<file path="src/rtl/pifo_req_client.sv">
// pifo_req_client: requester-side front end for the multi-lane SRAM PIFO tree.
// Routes one push/pop per cycle to lane (tree_id % LEVEL), gathers level-0 pop
// results into per-lane return FIFOs and drains them round-robin through a
// registered response stage. Pop credits bound the results that can be held.
module pifo_req_client #(
    parameter int PTW       = 16,
    parameter int MTW       = 0,
    parameter int LEVEL     = 4,
    parameter int TREE_NUM  = 4,
    parameter int RSP_DEPTH = 8,
    localparam int DW  = PTW + MTW,
    localparam int TNB = (TREE_NUM > 1) ? $clog2(TREE_NUM) : 1,
    localparam int CW  = $clog2(RSP_DEPTH + 1)
) (
    input  logic                      i_clk,
    input  logic                      i_arst_n,
    input  logic                      i_req_valid,
    output logic                      o_req_ready,
    input  logic                      i_req_op,
    input  logic [TNB-1:0]            i_req_tree_id,
    input  logic [DW-1:0]             i_req_data,
    output logic [LEVEL-1:0]          o_push,
    output logic [LEVEL-1:0]          o_pop,
    output logic [LEVEL-1:0][TNB-1:0] o_tree_id,
    output logic [LEVEL-1:0][DW-1:0]  o_push_data,
    input  logic [LEVEL-1:0]          i_task_fifo_full,
    input  logic [LEVEL-1:0]          i_is_level0_pop,
    input  logic [LEVEL-1:0][TNB-1:0] i_pop_tree_id,
    input  logic [LEVEL-1:0][DW-1:0]  i_pop_data,
    output logic                      o_rsp_valid,
    input  logic                      i_rsp_ready,
    output logic [TNB-1:0]            o_rsp_tree_id,
    output logic [DW-1:0]             o_rsp_data,
    output logic                      o_rsp_empty,
    output logic [CW-1:0]             o_credits_used,
    output logic                      o_err_unexpected,
    input  logic                      i_err_clr
);

    localparam int LB = (LEVEL > 1) ? $clog2(LEVEL) : 1;
    localparam int AW = (RSP_DEPTH > 1) ? $clog2(RSP_DEPTH) : 1;
    localparam int EW = TNB + DW;

    logic [LB-1:0]  req_lane;
    logic           accept;
    logic           pop_accept;
    logic           consume;
    logic           load;

    logic [EW-1:0]  mem [LEVEL][RSP_DEPTH];
    logic [AW:0]    wr_ptr [LEVEL];
    logic [AW:0]    rd_ptr [LEVEL];
    logic [LEVEL-1:0] fifo_full;
    logic [LEVEL-1:0] fifo_empty;
    logic [LEVEL-1:0] wr_en;
    logic [LEVEL-1:0] rd_en;
    logic [LEVEL-1:0] avail;
    logic [EW-1:0]  head [LEVEL];

    logic [LB-1:0]  rr_ptr;
    logic [LB-1:0]  idx;
    logic [LB-1:0]  grant_lane;
    logic           grant_valid;

    logic [CW-1:0]  outstanding;
    logic [CW-1:0]  outstanding_next;
    logic [CW-1:0]  credits_next;
    logic           err_set;
    int             out_tmp;
    int             unexp;
    int             credit_tmp;

    // Request routing and acceptance; a lane that issued last cycle is held off
    // because its task-FIFO full flag has not caught up yet.
    always_comb begin
        req_lane    = LB'(32'(i_req_tree_id) % LEVEL);
        o_req_ready = i_arst_n
                      && !i_task_fifo_full[req_lane]
                      && !o_push[req_lane] && !o_pop[req_lane]
                      && (i_req_op || (o_credits_used < CW'(RSP_DEPTH)));
        accept      = i_req_valid && o_req_ready;
        pop_accept  = accept && !i_req_op;
    end

    // Issue register: one-cycle strobe on the target lane, all other lanes zero.
    always_ff @(posedge i_clk or negedge i_arst_n) begin
        if (!i_arst_n) begin
            o_push      <= '0;
            o_pop       <= '0;
            o_tree_id   <= '0;
            o_push_data <= '0;
        end else begin
            o_push      <= '0;
            o_pop       <= '0;
            o_tree_id   <= '0;
            o_push_data <= '0;
            if (accept) begin
                o_push[req_lane]      <= i_req_op;
                o_pop[req_lane]       <= !i_req_op;
                o_tree_id[req_lane]   <= i_req_tree_id;
                o_push_data[req_lane] <= i_req_op ? i_req_data : '0;
            end
        end
    end

    // Return FIFO status; an empty FIFO forwards its incoming result directly.
    always_comb begin
        for (int k = 0; k < LEVEL; k++) begin
            fifo_empty[k] = (wr_ptr[k] == rd_ptr[k]);
            fifo_full[k]  = ((wr_ptr[k] - rd_ptr[k]) == (AW+1)'(RSP_DEPTH));
            wr_en[k]      = i_is_level0_pop[k] && !fifo_full[k];
            avail[k]      = !fifo_empty[k] || wr_en[k];
            head[k]       = fifo_empty[k] ? {i_pop_tree_id[k], i_pop_data[k]}
                                          : mem[k][rd_ptr[k][AW-1:0]];
        end
    end

    // Round-robin pick of the first lane with a result, starting at rr_ptr.
    always_comb begin
        idx         = '0;
        grant_lane  = '0;
        grant_valid = 1'b0;
        load        = !o_rsp_valid || i_rsp_ready;
        consume     = o_rsp_valid && i_rsp_ready;
        for (int i = 0; i < LEVEL; i++) begin
            idx = rr_ptr + LB'(i);
            if (!grant_valid && avail[idx]) begin
                grant_valid = 1'b1;
                grant_lane  = idx;
            end
        end
        for (int k = 0; k < LEVEL; k++) begin
            rd_en[k] = load && grant_valid && (grant_lane == LB'(k));
        end
    end

    // Return FIFO storage.
    always_ff @(posedge i_clk) begin
        for (int k = 0; k < LEVEL; k++) begin
            if (wr_en[k]) begin
                mem[k][wr_ptr[k][AW-1:0]] <= {i_pop_tree_id[k], i_pop_data[k]};
            end
        end
    end

    // Return FIFO pointers.
    always_ff @(posedge i_clk or negedge i_arst_n) begin
        if (!i_arst_n) begin
            for (int k = 0; k < LEVEL; k++) begin
                wr_ptr[k] <= '0;
                rd_ptr[k] <= '0;
            end
        end else begin
            for (int k = 0; k < LEVEL; k++) begin
                if (wr_en[k]) wr_ptr[k] <= wr_ptr[k] + 1'b1;
                if (rd_en[k]) rd_ptr[k] <= rd_ptr[k] + 1'b1;
            end
        end
    end

    // Registered response stage, refilled whenever empty or being consumed.
    always_ff @(posedge i_clk or negedge i_arst_n) begin
        if (!i_arst_n) begin
            o_rsp_valid   <= 1'b0;
            o_rsp_tree_id <= '0;
            o_rsp_data    <= '0;
            rr_ptr        <= '0;
        end else if (load) begin
            o_rsp_valid <= grant_valid;
            if (grant_valid) begin
                o_rsp_tree_id <= head[grant_lane][EW-1:DW];
                o_rsp_data    <= head[grant_lane][DW-1:0];
                rr_ptr        <= grant_lane + 1'b1;
            end else begin
                o_rsp_tree_id <= '0;
                o_rsp_data    <= '0;
            end
        end
    end

    assign o_rsp_empty = o_rsp_valid && (&o_rsp_data);

    // Credit bookkeeping: results with no outstanding pop are flagged and still
    // occupy a held credit until they are drained.
    always_comb begin
        out_tmp    = int'(outstanding);
        unexp      = 0;
        err_set    = 1'b0;
        for (int k = 0; k < LEVEL; k++) begin
            if (i_is_level0_pop[k]) begin
                if (out_tmp > 0) begin
                    out_tmp = out_tmp - 1;
                end else begin
                    unexp   = unexp + 1;
                    err_set = 1'b1;
                end
                if (fifo_full[k]) err_set = 1'b1;
            end
        end
        out_tmp    = out_tmp + int'(pop_accept);
        credit_tmp = int'(o_credits_used) + int'(pop_accept) + unexp - int'(consume);
        if (credit_tmp > RSP_DEPTH) credit_tmp = RSP_DEPTH;
        if (credit_tmp < 0) credit_tmp = 0;
        if (out_tmp > RSP_DEPTH) out_tmp = RSP_DEPTH;
        outstanding_next = CW'(out_tmp);
        credits_next     = CW'(credit_tmp);
    end

    // Credit counters and sticky error flag (set beats clear).
    always_ff @(posedge i_clk or negedge i_arst_n) begin
        if (!i_arst_n) begin
            outstanding      <= '0;
            o_credits_used   <= '0;
            o_err_unexpected <= 1'b0;
        end else begin
            outstanding    <= outstanding_next;
            o_credits_used <= credits_next;
            if (err_set)        o_err_unexpected <= 1'b1;
            else if (i_err_clr) o_err_unexpected <= 1'b0;
        end
    end

endmodule

</file>
<file path="config.mk">
export PLATFORM = sky130hd
export DESIGN_NAME = pifo_req_client
export DESIGN_NICKNAME = d
export VERILOG_FILES = /design/src/rtl/pifo_req_client.sv
export SDC_FILE = /design/constraint.sdc
export NUM_CORES = 1
export LEC_CHECK = 0
export CORE_AREA = 2 2 239 241
export CTS_CLUSTER_DIAMETER = 80
export CTS_CLUSTER_SIZE = 24
export DETAILED_ROUTE_END_ITERATION = 12
export DIE_AREA = 0 0 241 243
export HOLD_SLACK_MARGIN = 0.08
export PLACE_DENSITY = 0.77
export SYNTH_ARGS = -nofsm -noshare
export SYNTH_HDL_FRONTEND = slang
export SYNTH_SLANG_ARGS = --single-unit
</file>
<file path="constraint.sdc">
create_clock -name i_clk -period 14 [get_ports i_clk]
set_input_delay 2.8 -clock i_clk [delete_from_list [all_inputs] [get_ports i_clk]]
set_output_delay 2.8 -clock i_clk [all_outputs]
set_load 0.05 [all_outputs]
</file>
==> results of run 1 <==
cell type report:
type	instances	area share [%]
clock inverter	10	0.4222
inverter	52	0.5398
tap	756	2.616
sequential	717	57.61
clock buffer	59	2.935
multi-input combinational	1191	28.99
timing repair buffer	261	6.869
antenna	3	0.02076
worst max-delay path by stage:
stage | from | to | cells after the start
after global placement | i_is_level0_pop[0] | outstanding[3]$_DFF_PN0_ | 33
after detailed placement | i_is_level0_pop[0] | outstanding[3]$_DFF_PN0_ | 33
final | i_is_level0_pop[0] | outstanding[3]$_DFF_PN0_ | 33
after floorplan | i_is_level0_pop[0] | outstanding[3]$_DFF_PN0_ | 36
after global routing | i_is_level0_pop[0] | outstanding[3]$_DFF_PN0_ | 33
after CTS | i_is_level0_pop[0] | outstanding[3]$_DFF_PN0_ | 33
state kept, by name, summed over array words and instances, names as in the netlist:
register,count
mem,576
o_credits_used,4
o_err_unexpected,1
o_pop,4
o_push,4
o_push_data,64
o_rsp_data,16
o_rsp_tree_id,2
o_rsp_valid,1
o_tree_id,7
outstanding,4
rd_ptr,16
rr_ptr,2
wr_ptr,16
report_power, final:
| group | switching [mW] | internal, mW |
|---|---|---|
| registers | 0.188 | 2.68 |
| clock network | 0.684 | 0.573 |
| logic | 1.99 | 1.31 |
| total | 2.87 | 4.56 |
layout by cell type (no fill, tap or decap), drive strengths merged, types with 9 or more instances in the layout:
cell / netlist / final
nand2: 179 / 179
clkbuf: 64 / 59
conb: 2 / 11
inv: 50 / 57
clkdlybuf4s50: 0 / 208
nand2b: 11 / 11
or2: 11 / 11
nor2: 114 / 114
nor3: 40 / 40
a211oi: 9 / 9
ha: 55 / 55
xnor2: 37 / 37
nand4: 13 / 13
o21ai: 63 / 63
nor3b: 16 / 16
a21oi: 48 / 48
mux2i: 46 / 46
or3: 11 / 11
nor2b: 15 / 15
xor2: 21 / 21
and3: 57 / 57
buf: 33 / 53
and2: 29 / 29
mux2: 13 / 13
mux4: 162 / 162
edfxtp: 576 / 576
dfrtp: 141 / 141
a22o: 20 / 20
nand3: 46 / 46
nor4: 11 / 11
a31oi: 45 / 45
critical path, delay by kind of cell:
family | cells | cell delay [ns]
AO/OA/AOI/OAI | 11 | 3.48
AND/OR/NAND/NOR | 10 | 2.47
buffers and inverters | 4 | 1.30
adder cells (fa/ha/maj) | 4 | 1.18
multiplexers | 2 | 0.53
XOR/XNOR | 2 | 0.37
cells by family (layout without fill, tap and decap cells):
logic type / after synthesis / count (layout)
AO/OA/AOI/OAI: 264 / 264
XOR/XNOR: 58 / 58
adder cells (fa/ha/maj): 56 / 56
buffers and inverters: 149 / 382
flip-flops: 717 / 717
multiplexers: 221 / 221
other: 2 / 14
AND/OR/NAND/NOR: 581 / 581
cells in the mapped netlist (4+ instances only):
| master | count |
|---|---|
| nand3b_1 | 4 |
| o21a_1 | 4 |
| a21o_1 | 8 |
| mux2i_1 | 46 |
| nor3b_1 | 15 |
| xor2_1 | 21 |
| nor4b_1 | 4 |
| nor2b_1 | 15 |
| inv_2 | 4 |
| dfrtp_1 | 141 |
| and2_1 | 29 |
| nand2b_1 | 11 |
| a21oi_1 | 45 |
| nand2_1 | 179 |
| or2_2 | 9 |
| mux2_2 | 13 |
| buf_1 | 23 |
| a22o_1 | 20 |
| ha_1 | 55 |
| nor4_1 | 7 |
| mux4_2 | 162 |
| o21ai_0 | 56 |
| a211oi_1 | 8 |
| and3_1 | 57 |
| nand4_1 | 13 |
| clkbuf_1 | 64 |
| xnor2_1 | 37 |
| edfxtp_1 | 576 |
| buf_2 | 8 |
| nand3_1 | 46 |
| or3_1 | 10 |
| o31ai_1 | 7 |
| a31oi_1 | 45 |
| inv_1 | 46 |
| nor3_1 | 38 |
| o21ai_1 | 6 |
| nor2_1 | 113 |
metrics by stage:
stage / power, mW / util (%) / hold WS [ns]
after floorplan: 5.119 / - / 0.4604
after global placement: 6.098 / 62.44 / 0.4752
after detailed placement: 6.198 / 62.44 / 0.4765
after CTS: 7.450 / 64.61 / 0.4935
after global routing: 7.794 / 64.62 / 0.5108
final: 7.430 / 64.62 / 0.4957
per-layer routing:
layer  vias to the layer above  wire length, um
met3                       119             5498
met5                         -               27
li1                       8375                -
met2                       727            38650
met4                         4             1974
met1                      9805            31580
==> results_dict.tcl, run 1 <==
set metrics [dict create \
    critPathRequiredTime_ns 14.47 \
    rsz0062_at_grt "no" \
    avgSynthCellArea_um2 15.48 \
    dpl.cell_count 2977 \
    grt_overflow 0 \
    top_usage_layer "met2" \
    start_util_pct 56.68 \
    grt_pass1_vias 19250 \
    initialDrtViolationCount 1976 \
    synth.area.top_cells "edfxtp_1 55%, mux4_2 12%, dfrtp_1 11%, ha_1 2.2%, nand2_1 2.1%" \
    core_um2 55950 \
    die_x_um 241 \
    synth_top_area_cell "edfxtp_1" \
    path_clk_slew_ns 0.10 \
    yosysUniqueCellTypes 102 \
    final_cells 3049 \
    drive_gt1_share_pct 15.81 \
    regArea_um2 20830 \
    worst_slew_pin_slew_ns 1.209 \
    syn_area_um2 31710 \
    cts_resized 0 \
    gp_congestion 0.8953 \
    cts_inserted_buffers 38 \
    fp-row-count 87 \
    grt_pass1_wl_um 118300 \
    r2r-end "outstanding[3]$_DFF_PN0_" \
    synth_mux_area_share_pct 13.42 \
    regToRegSetupSlack_ns 3.96 \
    dr.pass1.iters 5 \
    cp.arrival_ns 12.16 \
    globalRouteMet3Util_pct 4.458 \
    slew_headroom_pct 19.10 \
    reg2reg_depth 34 \
    timing.setup.tns_ns 0 \
    hold_start "wr_ptr[7]$_DFFE_PN0P_" \
    synthAdderAreaFrac_pct 2.233 \
    grt_use_met1_pct 37.84 \
    synth_compound_area_share_pct 5.863 \
    cp_slowest_cell "a211oi_2" \
    hp-class "flop to flop" \
    drcViolationCount 0 \
    clk_latency_ns 0.63 \
    use_met2_pct 44.28 \
    cts_sinks 717 \
    wl_per_cell_um 25.49 \
    fill_cells 4012 \
    post-cts-setup-buffers 0 \
    via_count 19030 \
    min_period_over_period_pct 83.50 \
    wirelength_um 77730 \
    drv_cap 0 \
    reg2reg_from "outstanding[1]$_DFF_PN0_" \
    dp_slack_ns 1.940 \
    status "completed" \
    async_flop_share_pct 19.67 \
    dp_hpwl_um 51050 \
    hold_viol 0 \
    clockBufferDepth 3 \
    max_freq_mhz 85.55 \
    min_to "wr_ptr[7]$_DFFE_PN0P_" \
    setup-violations-final 0 \
    grtUsageTotal_pct 27.01 \
    synthSimpleGateAreaFrac_pct 9.359 \
    crit_type "primary input to flop" \
    timing.final.max_slew_violations 0 \
    slowest_delay_ns 0.80 \
    cts_tree "yes" \
    fin_crit_ns 11.69 \
    finClkSkew_ns 0.03914 \
    ir_worst_vdd_uv 197.6 \
    fin_area_um2 36160 \
    yosysWarnings 0 \
    grt_max_degree 82 \
    yosysTopAreaCellShare_pct 54.54 \
    p_leak_nw 12.78 \
    powerDensity_nw_per_um2 205.5 \
    min_path_cells 1 \
    synthXorXnorAreaFrac_pct 1.602 \
    start_kind "primary input" \
    htreeDepth 2 \
    fp.dieH_um 243 \
    yosysSeqAreaShare_pct 65.67 \
    dieArea_um2 58560 \
    portBuffers 209 \
    crit_path_max_fanout 26 \
    area_growth_pct 14.01 \
    cts_hold_buf 0 \
    cp-end-kind "flop" \
    multi_input_area_um2 10480 \
    antenna_found_initial 4 \
    synth-edff-count 576 \
    ys_ff_latch 717 \
    synth_top_family_by_area "multiplexers" \
    final_nets 2421 \
    path_common_cell "ha_1" \
    fin_ws_ns 2.310 \
    vias_per_cell 6.241 \
    root_buffer "clkbuf_16" \
    io_pins 210 \
    ys.flop_type "edfxtp_1" \
    dpl_cell_area_um2 34930 \
    ant_nets 0 \
    syn-instance-count 2048 \
]
(Power assumes the default switching activity.)
==> run 2, diff against run 1 <==
==> config.mk (replaced) <==
export PLATFORM = sky130hd
export DESIGN_NAME = pifo_req_client
export DESIGN_NICKNAME = d
export VERILOG_FILES = /design/src/rtl/pifo_req_client.sv
export SDC_FILE = /design/constraint.sdc
export NUM_CORES = 1
export LEC_CHECK = 0
export CORE_AREA = 2 2 246 248
export CTS_CLUSTER_DIAMETER = 80
export CTS_CLUSTER_SIZE = 24
export DETAILED_ROUTE_END_ITERATION = 12
export DIE_AREA = 0 0 248 250
export HOLD_SLACK_MARGIN = 0.08
export PLACE_DENSITY = 0.76
export SYNTH_ARGS = -nofsm -noshare
export SYNTH_HDL_FRONTEND = slang
export SYNTH_SLANG_ARGS = --single-unit
==> constraint.sdc (replaced) <==
create_clock -name i_clk -period 10 [get_ports i_clk]
set_input_delay 2 -clock i_clk [delete_from_list [all_inputs] [get_ports i_clk]]
set_output_delay 2 -clock i_clk [all_outputs]
set_load 0.05 [all_outputs]
==> run 2 against run 1 <==
  * Global-route usage down 2.0 points
  * Sequential share of layout area down 0.19 points
  * Clock power up 39%
  * Clock-buffer cell count shrank 1
  * Utilization is 3.7 points lower
  * Routed wire length is 0.96% lower
  * Highest routed layer unchanged
==> results_dict.tcl, run 2 (synthesis results as in run 1) <==
set metrics [dict create \
    status "completed" \
    min_period_over_period_pct 92.12 \
    largest_reg_flops 576 \
    ant_nets 0 \
    cp-end-kind "flop" \
    io_pins 210 \
    htreeDepth 2 \
    ir_worst_vdd_uv 222.6 \
    max_freq_mhz 108.6 \
    layout_common_cells "576 x edfxtp_1, 207 x clkdlybuf4s50_1, 179 x nand2_1" \
    final_nets 2433 \
    p_leak_nw 12.84 \
    top_usage_layer "met2" \
    via_count 19000 \
    grt_max_degree 74 \
    start_kind "primary input" \
    start_util_pct 53.23 \
    post-cts-setup-buffers 0 \
    setup-violations-final 0 \
    core_um2 59570 \
    path_clk_slew_ns 0.10 \
    cp_slowest_cell "a2111oi_2" \
    portBuffers 209 \
    timing.final.max_slew_violations 0 \
    fp-row-count 90 \
    dr.pass1.iters 5 \
    path_common_cell "ha_1" \
    area_growth_pct 14.40 \
    rsz0062_at_grt "no" \
    cts_inserted_buffers 38 \
    grt_overflow 0 \
    critPathRequiredTime_ns 10.46 \
    clk_latency_ns 0.61 \
    slew_headroom_pct 18.72 \
    initialDrtViolationCount 1938 \
    dpl.cell_count 3015 \
    final_cells 3086 \
    grt_use_met1_pct 35.12 \
    timing.setup.tns_ns 0 \
    globalRouteMet3Util_pct 4.678 \
    grt_pass1_wl_um 116200 \
    final_common_cell "edfxtp_1" \
    total_power_mw 10.40 \
    dieArea_um2 62000 \
    dp_hpwl_um 51230 \
    antenna_found_initial 9 \
    fin_crit_ns 9.212 \
    drv_cap 0 \
    die_x_um 248 \
    fp.dieH_um 250 \
    powerDensity_nw_per_um2 286.6 \
    use_met2_pct 40.76 \
    crit_path_max_fanout 14 \
    worst_slew_pin_slew_ns 1.215 \
    cts_sinks 717 \
    grt_pass1_vias 18910 \
    wl_per_cell_um 24.95 \
    cts_tree "yes" \
    root_buffer "clkbuf_16" \
    clockBufferDepth 3 \
    gp_congestion 0.9332 \
    grtUsageTotal_pct 25.02 \
    cp.arrival_ns 9.67 \
    vias_per_cell 6.156 \
    slowest_delay_ns 0.53 \
    drive_gt1_share_pct 16.25 \
    hold_viol 0 \
    hp-class "flop to flop" \
    crit_type "primary input to flop" \
    drcViolationCount 0 \
    finClkSkew_ns 0.02985 \
    wirelength_um 76980 \
]
run 2: cell types whose count changed in the layout (fill, tap and decap cells not counted), sizes merged:
cell | previous run | this run
dlymetal6s2s | 0 | 1
clkdlybuf4s50 | 208 | 207
buf | 53 | 65
clkbuf | 59 | 58
diode | 3 | 2
clkinv | 3 | 4
bufinv | 2 | 1
clkinvlp | 0 | 1
run 2: what timing repair did:
item,4_1_cts,5_1_grt
endpoints found under the setup margin,0,4
hold buffers,0,0
gates resized for setup,0,1
run 2: layer usage:
metal | up-vias | share of wire (%)
li1 | 8400 | -
met1 | 9743 | 40
met5 | - | 0.10
met2 | 743 | 49
met3 | 100 | 7.7
met4 | 12 | 2.3
run 2: stage by stage:
step | hold slack, ns | utilization, % | area, um2 | worst slack, ns
final | 0.4886 | 60.90 | 36280 | 0.7878
after global routing | 0.5034 | 60.90 | 36280 | 0.08754
after CTS | 0.4931 | 60.89 | 36270 | 0.5141
after detailed placement | 0.4761 | 58.85 | 35060 | -0.1073
after global placement | 0.4754 | 58.85 | 35060 | 0.2987
after floorplan | 0.4604 | - | 31750 | 0.4068
run 2: final cells by class:
type	count	area, um2
timing repair buffer	273	2576
tap	782	978.4
antenna	2	5.005
clock buffer	58	1069
sequential	717	20830
inverter	52	195.2
multi-input combinational	1191	10480
clock inverter	11	143.9
fill	4284	23290
run 2: worst paths after layout:
kind | start | end | slack, ns | depth (start not counted)
max reg2reg | outstanding[0]$_DFF_PN0_ | outstanding[3]$_DFF_PN0_ | 1.13 | 30
max | i_is_level0_pop[0] | outstanding[3]$_DFF_PN0_ | 0.79 | 29
min in group asynchronous | i_arst_n | o_push_data[1]$_DFF_PN0_ | 1.41 | 1
max in group asynchronous | i_arst_n | rd_ptr[12]$_DFFE_PN0P_ | 7.10 | 2
min | rd_ptr[11]$_DFFE_PN0P_ | rd_ptr[11]$_DFFE_PN0P_ | 0.49 | 1
min reg2reg | rd_ptr[11]$_DFFE_PN0P_ | rd_ptr[11]$_DFFE_PN0P_ | 0.49 | 1
run 2: power breakdown:
part / switching (mW) / total, mW / leakage, nW / internal [mW]
sequential: 0.268 / 4.02 / 7.06 / 3.76
clock: 0.955 / 1.75 / 0.581 / 0.796
combinational: 2.76 / 4.62 / 5.20 / 1.86
total: 3.99 / 10.4 / 12.8 / 6.41
run 2: critical path, delay by kind of cell:
kind            cells  cell delay (ns)
xor+xnor            1             0.20
fa+ha+maj           3             0.83
simple gates       12             2.94
compound gates     10             2.83
buf+inv             2             0.58
mux                 1             0.32
==> run 3, diff against run 2 <==
--- a/config.mk
+++ b/config.mk
@@ -5,11 +5,12 @@
 export SDC_FILE = /design/constraint.sdc
 export NUM_CORES = 1
 export LEC_CHECK = 0
-export CORE_AREA = 2 2 246 248
+export CORE_AREA = 2 2 225 271
 export CTS_CLUSTER_DIAMETER = 80
 export CTS_CLUSTER_SIZE = 24
 export DETAILED_ROUTE_END_ITERATION = 12
-export DIE_AREA = 0 0 248 250
+export DIE_AREA = 0 0 227 273
+export GPL_TIMING_DRIVEN = 0
 export HOLD_SLACK_MARGIN = 0.08
 export PLACE_DENSITY = 0.76
 export SYNTH_ARGS = -nofsm -noshare
==> run 3 against run 2 <==
  * Routed wire length is 2.9% higher
  * Clock power is 3% lower
  * First-iteration DRC count is 17% higher
  * Power is 1.7% higher
  * Non-clock buffer count is 81 higher
  * Clock skew is 0.0013 ns lower
  * Critical endpoint is now outstanding[2]$_DFF_PN0_
  * Utilization is 1.4 points higher
  * Worst hold slack better by 0.0024 ns
  * Final area is 1.8% higher
  * Critical path type unchanged
==> results_dict.tcl, run 3 (synthesis results as in run 1) <==
set metrics [dict create \
    status "completed" \
    fin_ws_ns 0.3462 \
    drv_cap 0 \
    cts_inserted_buffers 37 \
    timing.final.max_slew_violations 0 \
    reg2reg_from "outstanding[0]$_DFF_PN0_" \
    cp.arrival_ns 10.13 \
    dieArea_um2 61970 \
    portBuffers 208 \
    r2r-end "outstanding[2]$_DFF_PN0_" \
    drive_gt1_share_pct 16.08 \
    multi_input_area_um2 10610 \
    crit_end "outstanding[2]$_DFF_PN0_" \
    min_period_over_period_pct 96.54 \
    io_pins 210 \
    hp-class "flop to flop" \
    fin_util_pct 62.25 \
    dp_hpwl_um 58590 \
    grt_overflow 0 \
    crit_type "primary input to flop" \
    max_freq_mhz 103.6 \
    fp.dieH_um 273 \
    clk_latency_ns 0.61 \
    dr.pass1.iters 5 \
    slowest_delay_ns 0.40 \
    vias_per_cell 6.122 \
    setup-violations-final 0 \
    antenna_found_initial 8 \
    cts_hold_buf 0 \
    p_leak_nw 12.99 \
    final_nets 2513 \
    cts_tree "yes" \
    grtUsageTotal_pct 25.68 \
    regToRegSetupSlack_ns 0.97 \
    hold_ws_ns 0.4910 \
    start_kind "primary input" \
    powerDensity_nw_per_um2 286.2 \
    reg2reg_depth 35 \
    regArea_um2 20830 \
    fp-row-count 98 \
    ant_nets 0 \
    area_growth_pct 16.50 \
    initialDrtViolationCount 2273 \
    drcViolationCount 0 \
    hold_viol 0 \
    layout_common_cells "576 x edfxtp_1, 206 x clkdlybuf4s50_1, 179 x nand2_1" \
    core_um2 59350 \
    grt_pass1_vias 19780 \
    fill_cells 4297 \
    finClkSkew_ns 0.02855 \
    gp_congestion 0.9039 \
    root_buffer "clkbuf_16" \
    final_cells 3187 \
    path_clk_slew_ns 0.09 \
    cp-end-kind "flop" \
    final_common_cell "edfxtp_1" \
    crit_path_max_fanout 10 \
    fin_crit_ns 9.654 \
    via_count 19510 \
    startpoint "i_is_level0_pop[0]" \
    start_util_pct 53.43 \
    dpl.cell_count 3109 \
    clockBufferDepth 3 \
    grt_pass1_wl_um 119100 \
    dp_slack_ns -2.725 \
    ir_worst_vdd_uv 258.9 \
    die_x_um 227 \
    slew_headroom_pct 28.47 \
    largest_reg_flops 576 \
    wl_per_cell_um 24.85 \
    critPathRequiredTime_ns 10.48 \
    worst_slew_pin_slew_ns 1.067 \
    htreeDepth 2 \
    cts_sinks 717 \
    cp_slowest_cell "a2111oi_4" \
    wirelength_um 79210 \
    grt_max_degree 85 \
]
## run 3: per-layer routing
layer,wire [um],track usage (%),vias up,part of all wire [%]
met3,6227,4.258,151,7.9
met2,39920,43.82,898,50
li1,-,-,8570,-
met1,29930,33.08,9887,38
met5,34,0,-,0.043
met4,3089,9.924,6,3.9
## run 3: what timing repair did
| item | 4_1_cts | 5_1_grt |
|---|---|---|
| buffers inserted | 4 | 2 |
| setup endpoints to repair | 8 | 7 |
| resized for setup | 19 | 16 |
| pin swaps | 6 | 5 |
## run 3: worst min path at each step
| stage | startpoint | to | slack (ns) | cells after the start |
|---|---|---|---|---|
| finish | wr_ptr[15]$_DFFE_PN0P_ | wr_ptr[15]$_DFFE_PN0P_ | 0.49 | 1 |
| global route | wr_ptr[11]$_DFFE_PN0P_ | wr_ptr[11]$_DFFE_PN0P_ | 0.50 | 1 |
| detailed placement | wr_ptr[15]$_DFFE_PN0P_ | wr_ptr[15]$_DFFE_PN0P_ | 0.48 | 1 |
| CTS | wr_ptr[15]$_DFFE_PN0P_ | wr_ptr[15]$_DFFE_PN0P_ | 0.49 | 1 |
| global placement | wr_ptr[3]$_DFFE_PN0P_ | wr_ptr[3]$_DFFE_PN0P_ | 0.47 | 1 |
| floorplan | rd_ptr[11]$_DFFE_PN0P_ | rd_ptr[11]$_DFFE_PN0P_ | 0.46 | 1 |
## run 3: layout make-up
type                       count  area share, %
clock buffer                  60          2.801
sequential                   717          56.37
tap                          800          2.709
antenna                        5        0.03387
multi-input combinational   1191          28.71
inverter                      52         0.5283
buffer                        96          1.070
timing repair buffer         258          7.464
clock inverter                 8         0.3183
## run 3: report_power, final
group / switching [mW] / internal, mW
logic: 2.92 / 1.96
clock network: 0.937 / 0.751
registers: 0.247 / 3.76
total: 4.10 / 6.47
## run 3: worst max-delay path, delay by kind of cell
family,cells,cell delay (ns)
and+or+nand+nor,8,1.46
buffers and inverters,7,1.51
muxes,2,0.59
adders and majority gates,4,0.94
AOI/OAI and AO/OA,12,3.25
xor gates and xnor gates,2,0.37
## run 3: metrics by stage
| step | cell area, um2 | total power, mW | setup TNS (ns) |
|---|---|---|---|
| after floorplan | 31750 | 7.167 | 0 |
| after global placement | 34830 | 8.537 | -16.61 |
| after detailed placement | 35600 | 8.822 | -16.01 |
| after CTS | 36860 | 10.53 | 0 |
| after global routing | 36940 | 11.07 | -0.04907 |
| final | 36950 | 10.57 | 0 |
